File: config.mk
export PLATFORM = sky130hd
export DESIGN_NAME = verifier_compute_io_seq
export DESIGN_NICKNAME = d
export VERILOG_FILES = /design/src/rtl/verifier_compute_io_seq.sv
export SDC_FILE = /design/constraint.sdc
export NUM_CORES = 1
export LEC_CHECK = 0
export ABC_CLOCK_PERIOD_IN_PS = 3600
export CORE_ASPECT_RATIO = 0.9
export CORE_MARGIN = 10
export CORE_UTILIZATION = 35
export DETAILED_ROUTE_END_ITERATION = 8
export PLACE_DENSITY = 0.64
export SLEW_MARGIN = 20
export SYNTH_ARGS = -nofsm -noshare
export SYNTH_HDL_FRONTEND = slang
export SYNTH_SLANG_ARGS = --single-unit
File: constraint.sdc
create_clock -name clk -period 3.6 [get_ports clk]
set_input_delay 0.54 -clock clk [delete_from_list [all_inputs] [get_ports clk]]
set_output_delay 0.54 -clock clk [all_outputs]
set_load 0.005 [all_outputs]
File: src/rtl/verifier_compute_io_seq.sv
// Sequences nInputs through one shared elembank, capturing each bank final_out per input.
// Optional WAIT watchdog: define VERIFIER_IO_SEQ_TIMEOUT_EN.
`ifndef F_NBITS
`define F_NBITS 61
`endif
`ifndef F_Q
`define F_Q 61'h1FFF_FFFF_FFFF_FFFF
`endif

module verifier_compute_io_seq #(
    parameter int nInBits   = 2,
    parameter int nInputs   = 1 << nInBits,
    parameter int tmoCycles = 1024
) (
    input  logic                clk,
    input  logic                rstb,
    input  logic                en,
    input  logic                restart,
    input  logic [`F_NBITS-1:0] tau,
    input  logic [`F_NBITS-1:0] bank_out,
    input  logic                bank_ready_pulse,
    output logic                bank_en,
    output logic                bank_restart,
    output logic [nInBits-1:0]  bank_sel,
    output logic [`F_NBITS-1:0] tau_out,
    output logic [`F_NBITS-1:0] m_tau_p1,
    output logic [`F_NBITS-1:0] results [nInputs],
    output logic [nInputs-1:0]  results_valid,
    output logic                err,
    output logic                ready,
    output logic                ready_pulse
);

    if (nInputs != (1 << nInBits)) begin : g_bad_ninputs
        $error("nInputs must equal 1 << nInBits");
    end
    if (tmoCycles < 1 || tmoCycles > 65535) begin : g_bad_tmo
        $error("tmoCycles must fit the 16-bit watchdog counter");
    end

    typedef enum logic [1:0] {S_IDLE, S_LOAD, S_KICK, S_WAIT} state_t;

    localparam logic [`F_NBITS-1:0] FQ   = `F_Q;
    localparam logic [`F_NBITS-1:0] ONE  = `F_NBITS'(1);
    localparam logic [nInBits-1:0]  LAST = nInBits'(nInputs - 1);

    state_t                state;
    logic                  ready_dly;
    logic                  cap_now;
    logic [`F_NBITS-1:0]   cap_val;

`ifdef VERIFIER_IO_SEQ_TIMEOUT_EN
    logic [15:0] tmo_cnt;
    logic        tmo_hit;

    assign tmo_hit = (state == S_WAIT) && !bank_ready_pulse && (tmo_cnt == 16'(tmoCycles - 1));

    always_ff @(posedge clk or negedge rstb) begin
        if (!rstb) begin
            tmo_cnt <= '0;
            err     <= 1'b0;
        end else begin
            if (state == S_KICK)
                tmo_cnt <= '0;
            else if (state == S_WAIT)
                tmo_cnt <= tmo_cnt + 16'd1;
            if (tmo_hit && !restart)
                err <= 1'b1;
        end
    end
`else
    assign err = 1'b0;
`endif

    // A watchdog expiry is treated as a capture of zero so both paths share one advance.
    always_comb begin
        cap_now = (state == S_WAIT) && bank_ready_pulse;
        cap_val = bank_out;
`ifdef VERIFIER_IO_SEQ_TIMEOUT_EN
        if (tmo_hit) begin
            cap_now = 1'b1;
            cap_val = '0;
        end
`endif
    end

    assign ready       = (state == S_IDLE);
    assign ready_pulse = ready & ~ready_dly;

    always_ff @(posedge clk or negedge rstb) begin
        if (!rstb)
            ready_dly <= 1'b1;
        else
            ready_dly <= ready;
    end

    always_ff @(posedge clk or negedge rstb) begin
        if (!rstb) begin
            state         <= S_IDLE;
            bank_en       <= 1'b0;
            bank_restart  <= 1'b0;
            bank_sel      <= '0;
            tau_out       <= '0;
            m_tau_p1      <= '0;
            results_valid <= '0;
            for (int unsigned i = 0; i < nInputs; i++)
                results[i] <= '0;
        end else if (restart) begin
            state         <= S_LOAD;
            bank_sel      <= '0;
            results_valid <= '0;
            bank_en       <= 1'b0;
            bank_restart  <= 1'b0;
        end else begin
            case (state)
                S_IDLE: if (en) begin
                    state         <= S_LOAD;
                    bank_sel      <= '0;
                    results_valid <= '0;
                end
                S_LOAD: begin
                    tau_out      <= tau;
                    m_tau_p1     <= (tau <= ONE) ? (ONE - tau) : (FQ - tau + ONE);
                    bank_en      <= 1'b1;
                    bank_restart <= 1'b1;
                    state        <= S_KICK;
                end
                S_KICK: begin
                    bank_restart <= 1'b0;
                    state        <= S_WAIT;
                end
                S_WAIT: if (cap_now) begin
                    results[bank_sel]       <= cap_val;
                    results_valid[bank_sel] <= 1'b1;
                    if (bank_sel == LAST) begin
                        bank_en <= 1'b0;
                        state   <= S_IDLE;
                    end else begin
                        bank_sel     <= bank_sel + nInBits'(1);
                        bank_restart <= 1'b1;
                        state        <= S_KICK;
                    end
                end
                default: state <= S_IDLE;
            endcase
        end
    end

endmodule

==> impl_metrics.json <==
{
  "clock_power_share": 0.272,
  "power_w": 0.0169,
  "dieArea_sq_um": 53300,
  "seq_area_sq_um": 9440,
  "finalSetupViolations": 0,
  "worst_ep_required_time_ns": 4.04,
  "fin_crit_ns": 3.05,
  "antenna_found_initial": 1,
  "start_util": 0.353,
  "syn_nets": 1415,
  "dieWidth_microns": 242,
  "criticalPathCategory": "in -> reg",
  "grt.total_usage": 0.195,
  "synthFlopType": "dfrtp_1",
  "netSwitchingFraction": 0.290,
  "rsz0062_at_grt": "false",
  "drc": 0,
  "instances_no_fill": 2454,
  "combinationalPowerShare": 0.347,
  "placedCellCount": 2377,
  "netlist_area_sq_um": 15600,
  "regToRegSetupSlack_ns": 1.17,
  "power_density_nw_per_um2": 728,
  "core_sq_um": 44000,
  "first_global_vias": 12470,
  "ys_types": 45,
  "syn_avg_cell_area_sq_um": 12.2,
  "numCtsBuffers": 42,
  "io_buffers": 502,
  "syn_inst": 1277,
  "vdd_drop_max_mv": 0.443,
  "timing.final.ws_setup_ns": 0.546,
  "drive_gt1_frac": 0.215,
  "final-hold-violation-count": 0,
  "root_buffer": "clkbuf_16",
  "worstPathArrival_ns": 3.49,
  "dp_worst_setup_slack_ns": -0.0134,
  "clock-sinks": 377,
  "cts.clk_slew.worst_paths_ns": 0.06,
  "h-tree-depth": 2,
  "worstSetupStartpointType": "input pin",
  "wl_mm": 53.4,
  "cp-end-kind": "flop",
  "io_pins": 504,
  "tightest_slew_ns": 0.989,
  "worstSetupStartpoint": "tau[33]",
  "final_cell_area_sq_um": 23200,
  "vias_per_cell": 4.87,
  "ys_ff_latch": 377,
  "rr_endpoint": "results[24]",
  "fin_crit_sh": 0.848,
  "pwr-share-seq": 0.381,
  "hold_start": "tau_out[35]",
  "clk_path_buf_depth": 3,
  "worstReg2RegStart": "state[1]",
  "switching_power_w": 0.00491,
  "gp_congestion": 0.941,
  "syn_to_final_growth_pct": 49.4,
  "crit_path_end": "m_tau_p1[39]",
  "grt_first_pass_wirelength_mm": 80.4,
  "synth_edf_count": 0,
  "cts_resized": 0,
  "finClkSkew_ns": 0.0132,
  "drt_iter0_markers": 650,
  "async_reset_ff_frac": 1.00,
  "cp_max_fo": 12,
  "ant_nets": 0,
  "p_leak_nw": 10.5,
  "r2r_cells": 6,
  "yosys_warnings": 0,
  "die_y_microns": 220,
  "multiInputGateArea_sq_um": 5880,
  "fill_cells": 3901,
  "firstDrtPassIters": 5,
  "dr_total_vias": 11954,
  "drv_cap": 0,
  "status": "finished clean",
  "layout_common_cells": "clkdlybuf4s50_1 (501), dfrtp_1 (376), mux2_2 (244)",
  "grt_max_degree": 111,
  "diodes": 0,
  "hpwlAfterDp_mm": 40.4,
  "clock_latency_ns": 0.56,
  "place_area_sq_um": 21800,
  "rows": 73,
  "maxClockFrequency_mhz": 327,
  "final_common_cell": "clkdlybuf4s50_1",
  "intPower_w": 0.0120,
  "wl_per_cell_microns": 21.8,
  "hold_path_class": "reg -> reg",
  "slew_headroom": 0.339,
  "drv_slew": 0,
  "gr-total-overflow": 0,
  "final_nets": 1960,
  "ys_seq_area_frac": 0.606,
  "tritoncts": "done"
}
-- layout make-up --
| cell class | instances | share of cell area |
|---|---|---|
| sequential | 377 | 0.406 |
| timing repair buffer | 570 | 0.243 |
| multi-input combinational | 821 | 0.253 |
| clock inverter | 17 | 0.0118 |
| tap | 600 | 0.0323 |
| clock buffer | 59 | 0.0519 |
| inverter | 10 | 0.00162 |
-- worst max-delay path, cell delays in order --
cell             delay (ns)
clkdlybuf4s50_1        0.44
or4_4                  0.57
or3_4                  0.41
or4b_1                 0.59
buf_4                  0.19
nor3_2                 0.22
nor2_1                 0.26
a22o_1                 0.26
-- power by group through the flow --
stage	logic (W)	clock network (W)	registers, W
final	0.00588	0.00460	0.00645
after global routing	0.00638	0.00490	0.00661
after CTS	0.00600	0.00471	0.00646
after detailed placement	0.00598	0	0.00650
after global placement	0.00590	0	0.00646
after floorplan	0.00176	0	0.00653
-- state kept, by name, summed over array words and instances (netlist names) --
name and count:
results 244, bank_restart 1, m_tau_p1 61, ready_dly 1, tau_out 61, state 2, results_valid 4, bank_sel 2
bank_en 1
-- logic make-up after synthesis --
logic type,synth area share
AND/OR/NAND/NOR,0.119
flip-flops,0.606
multiplexers,0.178
AO/OA/AOI/OAI,0.0390
buffers and inverters,0.0199
XOR/XNOR,0.0293
adder cells (fa/ha/maj),0.00884
other,0.000241
-- what timing repair did --
action	4_1_cts	5_1_grt
hold endpoints to repair	34	0
buffers inserted	0	0
hold buffers	1	0
-- Yosys cell counts, types with 4 or more instances --
| cell type | n | area share |
|---|---|---|
| a21oi_1 | 9 | 0.0029 |
| o21ai_0 | 14 | 0.0045 |
| nor3_1 | 27 | 0.0087 |
| ha_1 | 11 | 0.0088 |
| inv_1 | 10 | 0.0024 |
| nor4_1 | 13 | 0.0052 |
| or4_1 | 5 | 0.0024 |
| a31oi_1 | 33 | 0.013 |
| xnor2_1 | 33 | 0.019 |
| nand2_1 | 239 | 0.058 |
| clkbuf_1 | 59 | 0.014 |
| or3_1 | 16 | 0.0064 |
| nand4_1 | 8 | 0.0032 |
| nor2_1 | 71 | 0.017 |
| a22o_1 | 12 | 0.0068 |
| nand3_1 | 15 | 0.0048 |
| xor2_1 | 19 | 0.011 |
| or2_2 | 4 | 0.0016 |
| nand2b_1 | 4 | 0.0016 |
| o31ai_1 | 14 | 0.0068 |
| buf_2 | 7 | 0.0023 |
| dfrtp_1 | 376 | 0.60 |
| mux2_2 | 244 | 0.18 |
-- metal layers --
layer / share of wire / global-route usage
met5: 0.00024 / 0
met4: 0.023 / 0.0568
met3: 0.10 / 0.0858
met2: 0.46 / 0.313
met1: 0.41 / 0.234
-- worst min path at each step --
stage	to	slack, ns	cells after the start
6_report	tau_out[35]	0.47	2
5_1_grt	tau_out[13]	0.50	2
4_1_cts	tau_out[13]	0.48	2
3_5_place_dp	tau_out[30]	0.46	2
3_3_place_gp	tau_out[48]	0.46	2
2_1_floorplan	bank_en	0.24	0
-- metrics by stage --
stage | TNS, ns | utilization | hold WS (ns)
after detailed placement | -0.0225 | 0.494 | 0.462
after floorplan | 0 | - | 0.244
after global routing | 0 | 0.528 | 0.496
final | 0 | 0.528 | 0.474
after CTS | 0 | 0.528 | 0.478
after global placement | 0 | 0.494 | 0.458
(Power assumes the default switching activity.)
